`src/rtl/keygen_sequencer_if.sv`:
```
// Bus bundle between the key-generation sequencer, its shared RNG and the key store.
// The DUT uses the slave modport; the surrounding control/RNG/store side uses master.
interface keygen_sequencer_if #(
  parameter int ROWS   = 2,
  parameter int COLS   = 4,
  parameter int DATA_W = 32,
  parameter int COEF_W = 5
);
  localparam int ROW_W = (ROWS > 1) ? $clog2(ROWS) : 1;
  localparam int COL_W = (COLS > 1) ? $clog2(COLS) : 1;

  // Handshakes: start is a one-cycle request honoured only in IDLE; rng_en is a
  // one-cycle draw strobe whose rng_data answer is valid the following cycle;
  // key_we is a fire-and-forget write strobe (the key store has no back-pressure).
  logic              start;
  logic              abort;
  logic              rng_en;
  logic [DATA_W-1:0] rng_data;
  logic              key_we;
  logic [ROW_W-1:0]  key_row;
  logic [COL_W-1:0]  key_col;
  logic [COEF_W-1:0] key_data;
  logic              busy;
  logic              done;
  logic              err;
  logic              key_valid;
  logic [15:0]       reject_cnt;

  modport slave (
    input  start, abort, rng_data,
    output rng_en, key_we, key_row, key_col, key_data,
           busy, done, err, key_valid, reject_cnt
  );

  modport master (
    output start, abort, rng_data,
    input  rng_en, key_we, key_row, key_col, key_data,
           busy, done, err, key_valid, reject_cnt
  );
endinterface

```
`src/rtl/keygen_sequencer.sv`:
```
// Drives one shared RNG to fill a ROWS x COLS key matrix by rejection sampling,
// writing accepted coefficients row-major into an external key store.
module keygen_sequencer #(
  parameter int ROWS    = 2,
  parameter int COLS    = 4,
  parameter int DATA_W  = 32,
  parameter int COEF_W  = 5,
  parameter int Q       = 17,
  parameter int MAX_REJ = 255
) (
  input  logic                clk,
  input  logic                rst,
  keygen_sequencer_if.slave   bus,
  output logic [1:0]          state_o
);
  localparam int ROW_W = (ROWS > 1) ? $clog2(ROWS) : 1;
  localparam int COL_W = (COLS > 1) ? $clog2(COLS) : 1;

  localparam logic [1:0] S_IDLE = 2'd0;
  localparam logic [1:0] S_REQ  = 2'd1;
  localparam logic [1:0] S_WAIT = 2'd2;
  localparam logic [1:0] S_DONE = 2'd3;

  localparam logic [COEF_W:0]  Q_L       = (COEF_W+1)'(Q);
  localparam logic [15:0]      MAX_REJ_L = 16'(MAX_REJ);
  localparam logic [ROW_W-1:0] LAST_ROW  = ROW_W'(ROWS - 1);
  localparam logic [COL_W-1:0] LAST_COL  = COL_W'(COLS - 1);

  logic [1:0]        state_q, state_d;
  logic [ROW_W-1:0]  row_q, row_d;
  logic [COL_W-1:0]  col_q, col_d;
  logic [15:0]       coef_rej_q, coef_rej_d;
  logic [15:0]       reject_cnt_q, reject_cnt_d;
  logic              err_q, err_d;
  logic              key_valid_q, key_valid_d;

  logic [COEF_W-1:0] cand;
  logic              accept;
  logic              last_idx;
  logic [15:0]       coef_rej_inc;
  logic              unused_rng_hi;

  // Only the low COEF_W bits of each RNG word form the candidate.
  assign cand          = bus.rng_data[COEF_W-1:0];
  assign unused_rng_hi = ^bus.rng_data[DATA_W-1:COEF_W];
  assign accept        = ({1'b0, cand} < Q_L);
  assign last_idx      = (row_q == LAST_ROW) && (col_q == LAST_COL);
  assign coef_rej_inc  = coef_rej_q + 16'd1;

  always_comb begin
    state_d      = state_q;
    row_d        = row_q;
    col_d        = col_q;
    coef_rej_d   = coef_rej_q;
    reject_cnt_d = reject_cnt_q;
    err_d        = err_q;
    key_valid_d  = key_valid_q;
    case (state_q)
      S_IDLE: begin
        if (bus.start) begin
          state_d      = S_REQ;
          row_d        = '0;
          col_d        = '0;
          coef_rej_d   = '0;
          reject_cnt_d = '0;
          err_d        = 1'b0;
          key_valid_d  = 1'b0;
        end
      end
      S_REQ: begin
        if (bus.abort) begin
          state_d     = S_IDLE;
          key_valid_d = 1'b0;
        end else begin
          state_d = S_WAIT;
        end
      end
      S_WAIT: begin
        // Abort outranks a same-cycle accept so a cancelled run never writes.
        if (bus.abort) begin
          state_d     = S_IDLE;
          key_valid_d = 1'b0;
        end else if (accept) begin
          coef_rej_d = '0;
          if (last_idx) begin
            state_d     = S_DONE;
            key_valid_d = 1'b1;
          end else begin
            state_d = S_REQ;
            if (col_q == LAST_COL) begin
              col_d = '0;
              row_d = row_q + ROW_W'(1);
            end else begin
              col_d = col_q + COL_W'(1);
            end
          end
        end else begin
          reject_cnt_d = (reject_cnt_q == 16'hFFFF) ? reject_cnt_q : reject_cnt_q + 16'd1;
          coef_rej_d   = coef_rej_inc;
          if (coef_rej_inc == MAX_REJ_L) begin
            state_d     = S_DONE;
            err_d       = 1'b1;
            key_valid_d = 1'b0;
          end else begin
            state_d = S_REQ;
          end
        end
      end
      default: begin
        state_d = S_IDLE;
      end
    endcase
  end

  always_ff @(posedge clk) begin
    if (rst) begin
      state_q      <= S_IDLE;
      row_q        <= '0;
      col_q        <= '0;
      coef_rej_q   <= '0;
      reject_cnt_q <= '0;
      err_q        <= 1'b0;
      key_valid_q  <= 1'b0;
    end else begin
      state_q      <= state_d;
      row_q        <= row_d;
      col_q        <= col_d;
      coef_rej_q   <= coef_rej_d;
      reject_cnt_q <= reject_cnt_d;
      err_q        <= err_d;
      key_valid_q  <= key_valid_d;
    end
  end

  assign bus.rng_en     = (state_q == S_REQ);
  assign bus.key_we     = (state_q == S_WAIT) && accept && !bus.abort;
  assign bus.key_row    = row_q;
  assign bus.key_col    = col_q;
  assign bus.key_data   = cand;
  assign bus.busy       = (state_q == S_REQ) || (state_q == S_WAIT);
  assign bus.done       = (state_q == S_DONE);
  assign bus.err        = err_q;
  assign bus.key_valid  = key_valid_q;
  assign bus.reject_cnt = reject_cnt_q;
  assign state_o        = state_q;
endmodule

```
`src/flat_wrapper.sv`:
```
// flat-port wrapper written by rule: the top's interface ports become plain ports
module keygen_sequencer_flat 
#(
  parameter int ROWS    = 2,
  parameter int COLS    = 4,
  parameter int DATA_W  = 32,
  parameter int COEF_W  = 5,
  parameter int Q       = 17,
  parameter int MAX_REJ = 255
)
  (clk, rst, state_o, bus_start, bus_abort, bus_rng_data, bus_rng_en, bus_key_we, bus_key_row, bus_key_col, bus_key_data, bus_busy, bus_done, bus_err, bus_key_valid, bus_reject_cnt);
  keygen_sequencer_if #(.ROWS(ROWS), .COLS(COLS), .DATA_W(DATA_W), .COEF_W(COEF_W)) bus_i ();
  input  logic clk;
  input  logic rst;
  output logic [1:0] state_o;
  input wire logic [$bits(bus_i.start)-1:0] bus_start;
  input wire logic [$bits(bus_i.abort)-1:0] bus_abort;
  input wire logic [$bits(bus_i.rng_data)-1:0] bus_rng_data;
  output wire logic [$bits(bus_i.rng_en)-1:0] bus_rng_en;
  output wire logic [$bits(bus_i.key_we)-1:0] bus_key_we;
  output wire logic [$bits(bus_i.key_row)-1:0] bus_key_row;
  output wire logic [$bits(bus_i.key_col)-1:0] bus_key_col;
  output wire logic [$bits(bus_i.key_data)-1:0] bus_key_data;
  output wire logic [$bits(bus_i.busy)-1:0] bus_busy;
  output wire logic [$bits(bus_i.done)-1:0] bus_done;
  output wire logic [$bits(bus_i.err)-1:0] bus_err;
  output wire logic [$bits(bus_i.key_valid)-1:0] bus_key_valid;
  output wire logic [$bits(bus_i.reject_cnt)-1:0] bus_reject_cnt;
  assign bus_i.start = bus_start;
  assign bus_i.abort = bus_abort;
  assign bus_i.rng_data = bus_rng_data;
  assign bus_rng_en = bus_i.rng_en;
  assign bus_key_we = bus_i.key_we;
  assign bus_key_row = bus_i.key_row;
  assign bus_key_col = bus_i.key_col;
  assign bus_key_data = bus_i.key_data;
  assign bus_busy = bus_i.busy;
  assign bus_done = bus_i.done;
  assign bus_err = bus_i.err;
  assign bus_key_valid = bus_i.key_valid;
  assign bus_reject_cnt = bus_i.reject_cnt;
  keygen_sequencer #(.ROWS(ROWS), .COLS(COLS), .DATA_W(DATA_W), .COEF_W(COEF_W), .Q(Q), .MAX_REJ(MAX_REJ)) u_core (.clk(clk), .rst(rst), .bus(bus_i), .state_o(state_o));
endmodule
```
`config.mk`:
```
export PLATFORM = sky130hd
export DESIGN_NAME = keygen_sequencer_flat
export DESIGN_NICKNAME = d
export VERILOG_FILES = /design/src/rtl/keygen_sequencer_if.sv /design/src/rtl/keygen_sequencer.sv /design/src/flat_wrapper.sv
export SDC_FILE = /design/constraint.sdc
export NUM_CORES = 1
export LEC_CHECK = 0
export CORE_MARGIN = 1
export CORE_UTILIZATION = 30
export CTS_CLUSTER_DIAMETER = 150
export DETAILED_ROUTE_END_ITERATION = 7
export PLACE_DENSITY = 0.59
export RECOVER_POWER = 50
export SLEW_MARGIN = 30
export SYNTH_ARGS = -nofsm -noshare
export SYNTH_HDL_FRONTEND = slang
export SYNTH_SLANG_ARGS = --single-unit
export TNS_END_PERCENT = 30
```
`constraint.sdc`:
```
create_clock -name clk -period 2.38 [get_ports clk]
set_input_delay 0.238 -clock clk [delete_from_list [all_inputs] [get_ports clk]]
set_output_delay 0.238 -clock clk [all_outputs]
set_load 0.05 [all_outputs]
```
==> results.md, run 1 <==
* Outcome: complete, no violations
* Grt ovf at 0
* Reg2reg start: u_core.coef_rej_q[0]$_SDFFE_PP0P_
* MaxCap Viol Count at 0
* ANT nets after route at 0
* Global-route wire length before repair at approximately 10,000 um
* Critical path class: flop to flop
* Starting Density at 31.7%
* Unrepaired setup endpoints after global routing: yes
* Reg-to-Reg End: u_core.bus.err$_SDFFE_PP0P_
* Area share of the largest cell type after synthesis at 33.3%
* Clk_skew at 10.1 ps
* CP startpoint kind: flop
* Worst setup EP type: flop
* Synth Cell Area at around 0.0023 mm^2
* Hold-fix buffers, CTS at 0
* Most used DFF post-synth: dfxtp_1
* Crit path DAT at 2450 ps
* Pre-CTS setup slack at slightly below 90 ps
* YS warnings at 0
* Final hold vios at 0
* Hold EP: u_core.bus.key_row$_SDFFE_PP0P_
* GRT Overall Usage at 15.2%
* Final Core Density at 41.2%
* DRT Wirelength at between 5000 and 6000 um
* Clock Pin Slew Worst Setup and Hold Paths at roughly 90 ps
* CTS buffer count at 5
* Synth Net Count at 349
* Final Total Pwr at 1.50 mW
* Top cells by area, synth: dfxtp_1 33%, nor2_1 8.2%, xnor2_1 5.6%
* Area grow syn2layout at 30.1%
* Slew HR at 55.4%
* Fraction of layout cells with a size suffix above 1 at between 10% and 20%
* Maximum net fanout on the critical path at 6
* Drt first pass iters at 4
* Vias in the first global route at 2,153
* Synth cell count leaders: 51 x nor2_1, 39 x dfxtp_1, 31 x nand2_1, 21 x a21oi_1
* Worst-path cell chain: ha_2, buf_4, a21o_1, a311oi_1, a31oi_1, a211o_1, or3_4, a31o_1
* Slew at the pin with the worst max-slew slack at 667 ps
* Critical Path RT at 2580 ps
* Top-count cell post-synth: nor2_1
* Final Wtd Congestion at approximately 0.79
* Worst Hold Launch: u_core.bus.key_row$_SDFFE_PP0P_
* Hold Crit Depth at 2
* CTS max path bufs at 2
* H-Tree Depth at 2
* Clock tree sinks at 39
* Die footprint at about 0.0082 mm^2
* Clk_lat worst skew at roughly 300 ps
* Power per Cell Area at between 400 and 500 mW/mm^2
* Flop2flop setup slack at 120 ps
* Slew Limit Fails at 0
* Core area at around 0.0074 mm^2
* CP max stage cell: or3_4
* Die width at 90.5 um
* Post-detail-place hpwl at 4280 um
* DRC Markers at 0
* Asr flop ratio synth at 0%
* Final WS setup at 122 ps
* LEAKAGE at 1.13 nW
* CP peak stage delay at 420 ps
* Die Y at 90.5 um
* Root Buffer: clkbuf_8
* Iteration-0 DRC Markers at 82
* VDD IR-drop max at between 200 and 250 uV
* Fmax at 0.443 GHz
* Row count at 31
* Synth Area per Inst at ~7.7 um^2
* Sequential share of the synthesized area at 33.3%
* Final TNS setup at 0 ps
* Number of synthesized register bits at 39
* Final setup viols at 0
* Post-layout min period at approximately 2300 ps
* Routed len/inst at 13.0 um
* Reg2reg path depth at 8
* I/O pins at between 60 and 70
* Antenna violations before repair at 0
* Via/cell ratio at slightly above 5
* Worst Hold Class: flop to flop
* Synth area leader: dfxtp_1
* EDFF count, synth at 0
* Yosys cell types at 48
* Pin count of the biggest net entering global routing at 17
* Via count of the routed design at 2,281
* Fin crit share at 94.9%
* CTS tree: done
* Number of diodes at 0
* Nets at approximately 400
* # fillers at 764
* Syn Inst Count at about 310
* IO buf count at 40
==> cell families (layout without fill, tap and decap cells) <==
kind of cell	after synthesis	count (layout)	synth area share [%]
muxes	1	1	0.426
xor gates and xnor gates	21	21	7.84
adders and majority gates	8	8	4.26
DFF	39	39	33.3
and+or+nand+nor	149	149	31.9
AOI/OAI and AO/OA	58	58	16.5
buffers and inverters	29	76	5.81
==> power breakdown <==
part	total, mW	switching (mW)	internal [mW]	leakage, nW
combinational	0.236	0.154	0.0820	0.749
sequential	0.663	0.00561	0.657	0.316
clock	0.605	0.260	0.345	0.0618
==> per-stage QoR <==
step	hold WS [ps]	instance area, um^2	instances
2_1_floorplan	389	2350	305
3_3_place_gp	499	2940	443
3_5_place_dp	512	2940	443
4_1_cts	525	3060	451
5_1_grt	555	3050	451
6_report	523	3050	451
==> timing repair <==
item	in CTS	in global routing
buffers inserted	0	0
gates resized for setup	0	5
setup endpoints to repair	0	10
==> layout make-up <==
class	instances	area (um^2)	area share, %
clock buffers	6	82.6	2.70
clock inverters	2	38.8	1.27
inverters	5	18.8	0.615
multi-input cells	237	1450	47.4
flip-flops and latches	39	785	25.7
well taps	99	124	4.06
repair buffers	63	559	18.3
==> cell usage in the layout, fill, tap and decap left out, types with 5 or more instances in the layout <==
cell              n
nor2_1           51
dfxtp_1          36
nand2_1          31
dlygate4sd3_1    29
a21oi_1          20
buf_4            20
nor3_1           16
nand3_1          16
xnor2_1          15
o21ai_0          10
clkdlybuf4s50_1  10
ha_1              7
xor2_1            6
clkbuf_8          6
inv_1             5
nand4_1           5
a311oi_1          5
a31oi_1           5
==> metal layers <==
layer	global-route usage [%]	up-vias	wire length (um)
met5	0	-	0
li1	-	1159	-
met4	3.63	0	41
met1	19.0	1068	2730
met3	3.87	4	305
met2	26.0	50	2790
==> state kept, by name (all words and copies together), names as in the netlist <==
name	count
u_core.bus.key_row	1
u_core.coef_rej_q	16
u_core.state_o	2
u_core.bus.err	1
u_core.bus.key_valid	1
u_core.bus.key_col	2
u_core.bus.reject_cnt	16
==> critical path: cells and delay by family, from the launching register on <==
| kind | cells | cell delay [ps] |
|---|---|---|
| buffers and inverters | 1 | 150 |
| AND/OR/NAND/NOR | 1 | 420 |
| adder cells (fa/ha/maj) | 1 | 230 |
| flip-flops | 1 | 360 |
| AO/OA/AOI/OAI | 5 | 1000 |
==> worst max-delay path by stage <==
stage,from,end,slack [ps],cells past startpoint
finish,u_core.coef_rej_q[0]$_SDFFE_PP0P_,u_core.bus.err$_SDFFE_PP0P_,120,8
global placement,u_core.coef_rej_q[2]$_SDFFE_PP0P_,u_core.bus.err$_SDFFE_PP0P_,80,6
global route,u_core.coef_rej_q[0]$_SDFFE_PP0P_,u_core.bus.err$_SDFFE_PP0P_,-10,8
floorplan,u_core.state_o[1]$_SDFFE_PP0N_,u_core.bus.reject_cnt[9]$_SDFFE_PP0P_,50,9
CTS,u_core.coef_rej_q[2]$_SDFFE_PP0P_,u_core.bus.err$_SDFFE_PP0P_,70,6
detailed placement,u_core.coef_rej_q[0]$_SDFFE_PP0P_,u_core.bus.err$_SDFFE_PP0P_,90,8
No activity file was read; power rests on OpenSTA's default activity.
==> run 2: changes to the inputs <==
--- a/config.mk
+++ b/config.mk
@@ -5,11 +5,14 @@
 export SDC_FILE = /design/constraint.sdc
 export NUM_CORES = 1
 export LEC_CHECK = 0
+export CELL_PAD_IN_SITES_DETAIL_PLACEMENT = 1
+export CELL_PAD_IN_SITES_GLOBAL_PLACEMENT = 2
 export CORE_MARGIN = 1
-export CORE_UTILIZATION = 30
+export CORE_UTILIZATION = 26
 export CTS_CLUSTER_DIAMETER = 150
 export DETAILED_ROUTE_END_ITERATION = 7
-export PLACE_DENSITY = 0.59
+export MAX_ROUTING_LAYER = met4
+export PLACE_DENSITY = 0.83
 export RECOVER_POWER = 50
 export SLEW_MARGIN = 30
 export SYNTH_ARGS = -nofsm -noshare
==> results.md, run 2 (same netlist as run 1, synthesis figures left out) <==
* Outcome: complete, no violations (unchanged)
* Fmax at 0.432 GHz (was 0.443 GHz)
* DRT Wirelength at 6950 um (was 5870 um)
* Routed len/inst at 15.0 um (was 13.0 um)
* Commonest non-fill, non-tap cell in the layout: nor2_1 (unchanged)
* Final setup viols at 0 (unchanged)
* MaxCap Viol Count at 0 (unchanged)
* H-Tree Depth at 2 (unchanged)
* Final Total Pwr at 1.36 mW (was 1.50 mW)
* Clk_lat worst skew at 310 ps (was 300 ps)
* Final hold vios at 0 (unchanged)
* Final WS setup at 62.7 ps (was 122 ps)
* Critical path class: flop to flop (unchanged)
* Die Y at 97.0 um (was 90.5 um)
* IO buf count at 40 (unchanged)
* Power per Cell Area at 439 mW/mm^2 (was 492 mW/mm^2)
* Worst-path cell chain: nand4_4, nor4_4, nand3_1, a211o_1, or3_4, a31o_1 (was ha_2, buf_4, a21o_1, a311oi_1, a31oi_1, a211o_1, or3_4, a31o_1)
* GRT Overall Usage at 15.8% (was 15.2%)
* CTS max path bufs at 2 (unchanged)
* Row count at 34 (was 31)
* Slew at the pin with the worst max-slew slack at 675 ps (was 667 ps)
* Hold_ws at 516 ps (was 523 ps)
* Clock Pin Slew Worst Setup and Hold Paths at 90 ps (about the same)
* Global-route wire length before repair at 11,900 um (was 10,200 um)
* CTS buffer count at 5 (unchanged)
* Area of the multi-input gates at 0.00145 mm^2 (about the same)
* Grt ovf at 0 (unchanged)
* CP peak stage delay at 470 ps (was 420 ps)
* Vias in the first global route at 2,453 (was 2,153)
* Worst Hold Class: flop to flop (unchanged)
* Pin count of the biggest net entering global routing at 18 (was 17)
* Die width at 97.0 um (was 90.5 um)
* Post-detail-place hpwl at 5220 um (was 4280 um)
* Area grow syn2layout at 31.8% (was 30.1%)
* Iteration-0 DRC Markers at 48 (was 82)
* Clk_skew at 15.2 ps (was 10.1 ps)
* Core area at 0.00872 mm^2 (was 0.00741 mm^2)
* Drt first pass iters at 4 (unchanged)
* Unrepaired setup endpoints after global routing: yes (unchanged)
* Maximum net fanout on the critical path at 6 (unchanged)
* Die footprint at 0.00941 mm^2 (was 0.00818 mm^2)
* VDD IR-drop max at 215 uV (was 244 uV)
* Register area at 786 um^2 (was 785 um^2)
* Fin crit share at 97.4% (was 94.9%)
* Clock tree sinks at 39 (unchanged)
* Slew HR at 54.9% (was 55.4%)
* Final Wtd Congestion at 0.762 (was 0.795)
* Fraction of layout cells with a size suffix above 1 at 14.0% (was 12.5%)
* Most frequent cells in the layout: 51 x nor2_1, 37 x dfxtp_1, 31 x nand2_1, 29 x dlygate4sd3_1, 26 x buf_4 (was 51 x nor2_1, 36 x dfxtp_1, 31 x nand2_1, 29 x dlygate4sd3_1)
* ANT nets after route at 0 (unchanged)
* Worst setup EP type: flop (unchanged)
* Antenna violations before repair at 0 (unchanged)
* Via/cell ratio at 5.08 (was 5.06)
* CTS tree: done (unchanged)
* CP max stage cell: nor4_4 (was or3_4)
* DRC Markers at 0 (unchanged)
* # fillers at 1,061 (was 764)
* CP startpoint kind: flop (unchanged)
* Number of diodes at 0 (unchanged)
* Setup bufs post-CTS at 0 (unchanged)
* Nets at 400 (was 395)
* Starting Density at 26.9% (was 31.7%)
* Critical Path RT at 2590 ps (was 2580 ps)
* Crit path DAT at 2530 ps (was 2450 ps)
* Slew Limit Fails at 0 (unchanged)
* I/O pins at 68 (unchanged)
* LEAKAGE at 1.14 nW (was 1.13 nW)
* Root Buffer: clkbuf_8 (unchanged)
* Pre-CTS setup slack at 26.1 ps (was 88.9 ps)
* Via count of the routed design at 2,361 (was 2,281)
* Post-layout min period at 2320 ps (was 2260 ps)
* Hold-fix buffers, CTS at 0 (unchanged)
-- run 2: cell types whose count changed in the layout (fill, tap and decap cells not counted), sizes merged --
cell	previous run	this run
inv	6	5
bufinv	1	0
clkinv	0	2
clkbuf	10	8
buf	20	27
-- run 2: metrics by stage --
step	instances	cell area, um^2	setup TNS, ps	util [%]
2_1_floorplan	305	2350	0	-
6_report	465	3090	0	35.5
3_3_place_gp	457	2990	0	34.3
4_1_cts	465	3080	0	35.3
3_5_place_dp	457	2990	0	34.3
5_1_grt	465	3090	-42.8	35.5
-- run 2: metal layers --
metal  wire length [um]  GRT usage (%)
met4                 89           4.25
met1               3220           18.6
met5                  0              -
met3                192           2.96
met2               3450           27.5
-- run 2: timing repair --
| item | 4_1_cts | 5_1_grt |
|---|---|---|
| endpoints found under the setup margin | 0 | 9 |
| gates resized for setup | 0 | 4 |
| endpoints found under the hold margin | 0 | 0 |
-- run 2: power by group --
part	leakage (nW)	internal (mW)	total (mW)	switching, mW
combinational	0.784	0.0762	0.233	0.157
sequential	0.316	0.658	0.665	0.00750
clock	0.0452	0.207	0.461	0.254
-- run 2: critical path, delay by kind of cell, from the launching register on --
family	cells	cell delay, ps
compound gates	2	560
flops	1	450
simple gates	4	1210
-- run 2: final cells by class --
type                            instances  share of cell area, %
Clock inverter                          2                  0.445
Sequential cell                        39                   25.4
Clock buffer                            6                   2.35
Inverter                                5                  0.607
Multi-Input combinational cell        237                   47.0
Timing Repair Buffer                   68                   19.9
Tap cell                              108                   4.37
-- run 2: path summary, 6_finish.rpt --
path	to	cells after the start	start	slack, ps
worst max-delay path	u_core.bus.err$_SDFFE_PP0P_	6	u_core.coef_rej_q[4]$_SDFFE_PP0P_	60
worst min-delay path	u_core.bus.key_row$_SDFFE_PP0P_	2	u_core.bus.key_row$_SDFFE_PP0P_	520
worst max register to register	u_core.bus.err$_SDFFE_PP0P_	6	u_core.coef_rej_q[4]$_SDFFE_PP0P_	60
worst min register to register	u_core.bus.key_row$_SDFFE_PP0P_	2	u_core.bus.key_row$_SDFFE_PP0P_	520
